==> src/rtl/fetch_queue_stage.sv <==
// Fetch stage with a DEPTH-entry instruction FIFO toward decode, an I-cache miss FSM,
// branch-redirect flush and a saturating miss counter.
//   state | meaning
//   RUN   | looking up PC each cycle; a hit with FIFO room enqueues and advances PC
//   MISS  | waiting for the cache to return a hit; PC held, decode keeps draining
module fetch_queue_stage #(
  parameter int               XLEN     = 32,
  parameter int               ILEN     = 32,
  parameter int               DEPTH    = 4,
  parameter int               PC_STEP  = 1,
  parameter logic [XLEN-1:0]  RESET_PC = '0,
  parameter int               CNT_W    = 16
) (
  input  logic                       clk,
  input  logic                       rst,
  input  logic                       redirect_i,
  input  logic [XLEN-1:0]            redirect_pc_i,
  input  logic                       stall_d_i,
  output logic [XLEN-1:0]            ic_addr_o,
  input  logic                       ic_hit_i,
  input  logic [ILEN-1:0]            ic_data_i,
  output logic [ILEN-1:0]            instr_d_o,
  output logic [XLEN-1:0]            pc_d_o,
  output logic [XLEN-1:0]            pc_plus_d_o,
  output logic                       valid_d_o,
  output logic [$clog2(DEPTH):0]     count_o,
  output logic [CNT_W-1:0]           miss_cnt_o
);

  localparam int AW = $clog2(DEPTH);
  localparam int CW = AW + 1;
  localparam logic [CW-1:0]   DEPTH_C   = CW'(DEPTH);
  localparam logic [XLEN-1:0] PC_STEP_C = XLEN'(PC_STEP);

  typedef enum logic {S_RUN, S_MISS} state_t;

  state_t            state_q, state_d;
  logic [XLEN-1:0]   pc_q, pc_d;
  logic [AW-1:0]     wr_ptr_q, wr_ptr_d;
  logic [AW-1:0]     rd_ptr_q, rd_ptr_d;
  logic [CW-1:0]     count_q, count_d;
  logic [CNT_W-1:0]  miss_cnt_q, miss_cnt_d;

  logic [ILEN-1:0]   instr_mem_q   [DEPTH];
  logic [XLEN-1:0]   pc_mem_q      [DEPTH];
  logic [XLEN-1:0]   pc_plus_mem_q [DEPTH];

  logic              head_valid;
  logic              deq;
  logic              room;
  logic              enq;
  logic [XLEN-1:0]   pc_plus;

  assign head_valid = (count_q != '0);
  assign pc_plus    = pc_q + PC_STEP_C;
  assign deq        = head_valid & ~stall_d_i;
  // A full FIFO still accepts when the head leaves on the same edge.
  assign room       = (count_q != DEPTH_C) | deq;
  assign enq        = (state_q == S_RUN) & ic_hit_i & room & ~redirect_i;

  always_comb begin
    state_d    = state_q;
    pc_d       = pc_q;
    wr_ptr_d   = wr_ptr_q;
    rd_ptr_d   = rd_ptr_q;
    count_d    = count_q;
    miss_cnt_d = miss_cnt_q;
    if (redirect_i) begin
      state_d  = S_RUN;
      pc_d     = redirect_pc_i;
      wr_ptr_d = '0;
      rd_ptr_d = '0;
      count_d  = '0;
    end else begin
      unique case (state_q)
        S_RUN: begin
          if (!ic_hit_i) begin
            state_d = S_MISS;
            if (miss_cnt_q != '1) miss_cnt_d = miss_cnt_q + CNT_W'(1);
          end
        end
        S_MISS: begin
          if (ic_hit_i) state_d = S_RUN;
        end
        default: state_d = S_RUN;
      endcase
      if (enq) begin
        wr_ptr_d = wr_ptr_q + AW'(1);
        pc_d     = pc_plus;
      end
      if (deq) rd_ptr_d = rd_ptr_q + AW'(1);
      unique case ({enq, deq})
        2'b10:   count_d = count_q + CW'(1);
        2'b01:   count_d = count_q - CW'(1);
        default: count_d = count_q;
      endcase
    end
  end

  always_ff @(posedge clk or negedge rst) begin
    if (!rst) begin
      state_q    <= S_RUN;
      pc_q       <= RESET_PC;
      wr_ptr_q   <= '0;
      rd_ptr_q   <= '0;
      count_q    <= '0;
      miss_cnt_q <= '0;
    end else begin
      state_q    <= state_d;
      pc_q       <= pc_d;
      wr_ptr_q   <= wr_ptr_d;
      rd_ptr_q   <= rd_ptr_d;
      count_q    <= count_d;
      miss_cnt_q <= miss_cnt_d;
    end
  end

  // Storage is never reset; every read is gated by the occupancy count.
  always_ff @(posedge clk) begin
    if (enq) begin
      instr_mem_q[wr_ptr_q]   <= ic_data_i;
      pc_mem_q[wr_ptr_q]      <= pc_q;
      pc_plus_mem_q[wr_ptr_q] <= pc_plus;
    end
  end

  assign ic_addr_o   = pc_q;
  assign valid_d_o   = head_valid;
  assign instr_d_o   = head_valid ? instr_mem_q[rd_ptr_q]   : '0;
  assign pc_d_o      = head_valid ? pc_mem_q[rd_ptr_q]      : '0;
  assign pc_plus_d_o = head_valid ? pc_plus_mem_q[rd_ptr_q] : '0;
  assign count_o     = count_q;
  assign miss_cnt_o  = miss_cnt_q;

endmodule

==> config.mk <==
export PLATFORM = sky130hd
export DESIGN_NAME = fetch_queue_stage
export DESIGN_NICKNAME = d
export VERILOG_FILES = /design/src/rtl/fetch_queue_stage.sv
export SDC_FILE = /design/constraint.sdc
export NUM_CORES = 1
export LEC_CHECK = 0
export BUFFER_PORTS_ARGS = -buffer_cell sky130_fd_sc_hd__buf_2
export CORE_AREA = 2 2 204 206
export CTS_CLUSTER_DIAMETER = 50
export DETAILED_ROUTE_END_ITERATION = 10
export DIE_AREA = 0 0 206 208
export HOLD_SLACK_MARGIN = 0.06
export PLACE_DENSITY = 0.63
export SYNTH_ARGS = -nofsm -noshare
export SYNTH_HDL_FRONTEND = slang
export SYNTH_SLANG_ARGS = --single-unit
==> constraint.sdc <==
create_clock -name clk -period 4.8 [get_ports clk]
set_input_delay 0.24 -clock clk [delete_from_list [all_inputs] [get_ports clk]]
set_output_delay 0.24 -clock clk [all_outputs]
set_load 0.02 [all_outputs]
==> summary.md <==
### Worst setup path
- 5 — cell count of the worst reg-to-reg path
- 2.96 ns — Data arrival, critical path
- 1.78 ns — setup slack on the worst flop-to-flop path
- 4.56 ns — data required time of the critical path
- buf_4 > mux4_2 > and2_1 > buf_2 — sequence of cells on the critical path
- rd_ptr_q[0]$_DFFE_PN0P_ — launching element of the worst setup path
- 47 — worst-path fanout max
- flip-flops — crit-path leading delay family
- count_o[0]$_DFFE_PN0P_ — Crit Reg-Reg Startpoint
- 1.08 ns — biggest cell delay along the critical path
- 4 — logic depth of the worst path, buffers included
- flip-flop — kind of start point of the critical path
- dfrtp_4 — Critical-path top delay cell
- 2 — number of buffer and inverter instances along the worst setup path
- pc_d_o[18] — last element of the critical path
- primary output — Critical Path End Type
- flip-flop to primary output — type of the setup path with the least slack
- instr_mem_q[1][2]$_DFFE_PP_ — terminus of the critical flop-to-flop path

### Drt
- 765 — Initial DRC Count
- 5 — router iterations before antenna repair
- 21.9 um — Routed WL per cell
- 0 — DRC viols
- 5.35 — number of vias per cell after detailed routing
- 10000 — vias
- 0 — post-route ant nets
- 40900 um — Routed WL

### Global route
- 27.3% — GRT met1 Usage
- 4.89% — met3 Track Usage GR
- 0 — leftover overflow at the end of global routing
- 19.4% — aggregate global-route resource usage
- 62800 um — global-route wire length before repair
- 74 — pin count of the biggest net entering global routing
- 0 — initial antenna violation count
- 10400 — number of global-route vias before repair
- 30.2% — global-route track usage on met2
- met2 — most utilized layer in the global route result

### Floorplan
- 217 — IO Count
- 206 um — Die Span X
- 74 — std cell rows
- 44.8% — starting density of the core
- 42800 um^2 — Die Footprint
- 208 um — height of the chip
- 40600 um^2 — Core Region

### STA
- 66.7% — final clock period utilization by the worst path
- 0 ns — Total Negative Setup Slacks
- false — RSZ-0062 raised after global routing
- 0.0177 ns — setup skew after layout
- 3.20 ns — final period demand of the worst path
- 0 — number of max-slew violations in the final report
- 0 — number of setup violations in the final report
- 312 MHz — peak clock frequency supported by timing
- 35.1% — worst relative slew slack
- 0.973 ns — transition time at the pin with the least slew margin
- 0 — total count of hold-check failures in the final report

### Yosys
- 440 — flops & latches, synth
- 0 — count of yosys warnings during synthesis
- 71.2% — sequential fraction of the synthesis area
- 384 — number of enable-type register cells in the synthesized netlist
- 12.7% — FFs w/ async S/R, synth
- edfxtp_1 — top flip-flop cell by instance count after synthesis
- 57 — unique cell type count in the Yosys netlist
- 18200 um^2 — synthesized cell area
- 1004 — synthesized netlist cell count
- 18.1 um^2 — Mapped Avg Cell Area
- 1080 — Synthesized Nets

### Final layout
- 0 — Diodes inserted
- 3260 — fillers
- 32.6% — fraction of layout instances using a drive strength above 1
- 1375 — total number of nets in the final design
- 21.5% — P&R area growth vs syn
- 22100 um^2 — area of all placed cells without fillers

### CTS
- 2 — H-tree levels
- 0.59 ns — clock insertion delay at the later pin of the skew report
- clkbuf_16 — Clk Tree Root Cell
- 3 — Max clock buf depth
- 48 — clock buffers created by TritonCTS
- 66 — hold bufs inserted after CTS
- yes — clock tree from TritonCTS
- 0 — setup fix buffers added after clock tree synthesis
- 0.06 ns — Reg clk slew, reported paths
- 0 — post_cts resized
- 440 — Clock Sink Count

### Placement
- 216 — total of buffers placed on input and output ports
- 24800 um — detailed placement HPWL
- 19800 um^2 — dpl cell area
- 0.735 — routability congestion estimate

### Run status
- finished, final reports clean — result of the run

### Power
- 0.344 mV — peak supply drop
- 518 nW/um^2 — cell area power density
- 7.82 nW — Static Leak

### Job
- 0 — max-capacitance violation count

### Min path
- input port to flip-flop — path type of the worst min-delay path

-- cells by family (layout without fill, tap and decap cells) --
| family | after synthesis | in the layout | share of synthesized area (%) |
|---|---|---|---|
| buffers and inverters | 60 | 395 | 1.70 |
| muxes | 103 | 103 | 12.3 |
| AOI/OAI and AO/OA | 41 | 41 | 1.26 |
| adders and majority gates | 7 | 7 | 0.524 |
| xor gates and xnor gates | 76 | 76 | 3.67 |
| and+or+nand+nor | 277 | 277 | 9.27 |
| DFF | 440 | 440 | 71.2 |
-- area by class of cell --
| cell class | count | area (um^2) | share of cell area (%) |
|---|---|---|---|
| timing repair buffer | 298 | 1910 | 8.67 |
| tap | 532 | 666 | 3.02 |
| clock inverter | 25 | 290 | 1.32 |
| inverter | 7 | 27.5 | 0.125 |
| sequential | 440 | 12900 | 58.7 |
| clock buffer | 65 | 1310 | 5.92 |
| multi-input combinational | 504 | 4920 | 22.3 |
-- cell usage after synthesis, types with 3 or more instances --
master | count | share of area [%]
a21oi_1 | 5 | 0.14
and2_1 | 102 | 3.5
and3_1 | 6 | 0.21
and4_1 | 4 | 0.19
buf_2 | 17 | 0.47
buf_4 | 8 | 0.33
buf_6 | 3 | 0.19
clkbuf_1 | 23 | 0.48
dfrtp_1 | 56 | 7.7
edfxtp_1 | 384 | 64
ha_1 | 6 | 0.41
inv_1 | 6 | 0.12
mux2_2 | 3 | 0.19
mux2i_1 | 3 | 0.17
mux4_2 | 96 | 12
nand2_1 | 59 | 1.2
nand3_1 | 27 | 0.74
nand4_1 | 22 | 0.76
nor2_1 | 18 | 0.37
nor3_1 | 6 | 0.17
nor3_2 | 3 | 0.17
nor4_4 | 4 | 0.47
o21ai_0 | 9 | 0.25
o21ai_1 | 21 | 0.58
or3_1 | 3 | 0.10
xnor2_1 | 38 | 1.8
xor2_1 | 38 | 1.8
-- where the power goes --
part           switching [W]  internal, W  total, W
logic                0.00183      0.00125   0.00309
clock network        0.00151      0.00215   0.00366
registers           0.000289      0.00439   0.00468
total                0.00363      0.00780    0.0114
-- per-layer routing --
layer	vias to the layer above	part of all wire [%]
met5	-	0
met4	0	1.7
met3	42	7.6
met2	317	48
met1	5163	43
li1	4494	-
-- layout by cell type (no fill, tap or decap), types with 5 or more instances in the layout --
cell,instances
o21ai_0,9
dfrtp_1,54
inv_1,6
a21oi_1,5
o21ai_1,21
nand4_1,22
dlygate4sd3_1,66
xnor2_1,38
xor2_1,38
nor2_1,18
clkbuf_1,13
edfxtp_1,384
ha_1,6
clkbuf_16,48
nand2_1,59
clkinv_2,8
buf_4,12
and3_1,6
nand3_1,27
nor3_1,6
mux4_2,96
buf_2,216
and2_1,98
-- flip-flops by register name, summed over array words and instances, names as in the netlist --
signal and count:
pc_plus_mem_q 128, pc_mem_q 128, count_o 3, state_q 1, instr_mem_q 128, ic_addr_o 32
rd_ptr_q 2, miss_cnt_o 16, wr_ptr_q 2
-- worst min-delay path, cell delays in order --
cell and delay (ns):
buf_2 0.11, nor2_1 0.10, xnor2_1 0.15, nor2_1 0.04
-- how the worst min path moves through the flow --
| stage | to | startpoint | depth (start not counted) |
|---|---|---|---|
| after floorplan | count_o[0]$_DFFE_PN0P_ | rst | 0 |
| after global placement | state_q$_DFF_PN0_ | ic_hit_i | 2 |
| after detailed placement | ic_addr_o[4]$_DFFE_PN0P_ | redirect_pc_i[4] | 3 |
| after CTS | rd_ptr_q[0]$_DFFE_PN0P_ | stall_d_i | 4 |
| after global routing | rd_ptr_q[0]$_DFFE_PN0P_ | stall_d_i | 4 |
| final | rd_ptr_q[0]$_DFFE_PN0P_ | stall_d_i | 4 |
-- metrics by stage --
step	util [%]	setup slack [ns]	cells	hold slack (ns)	power (W)
detailed placement	48.8	1.77	1715	0.458	0.00788
finish	54.4	1.60	1871	0.0992	0.0114
floorplan	-	0.658	1004	-0.0556	0.00676
global placement	48.8	1.87	1715	0.446	0.00784
global route	54.4	1.36	1871	0.137	0.0120
CTS	54.4	1.45	1871	0.0746	0.0116
(Power assumes the default switching activity.)
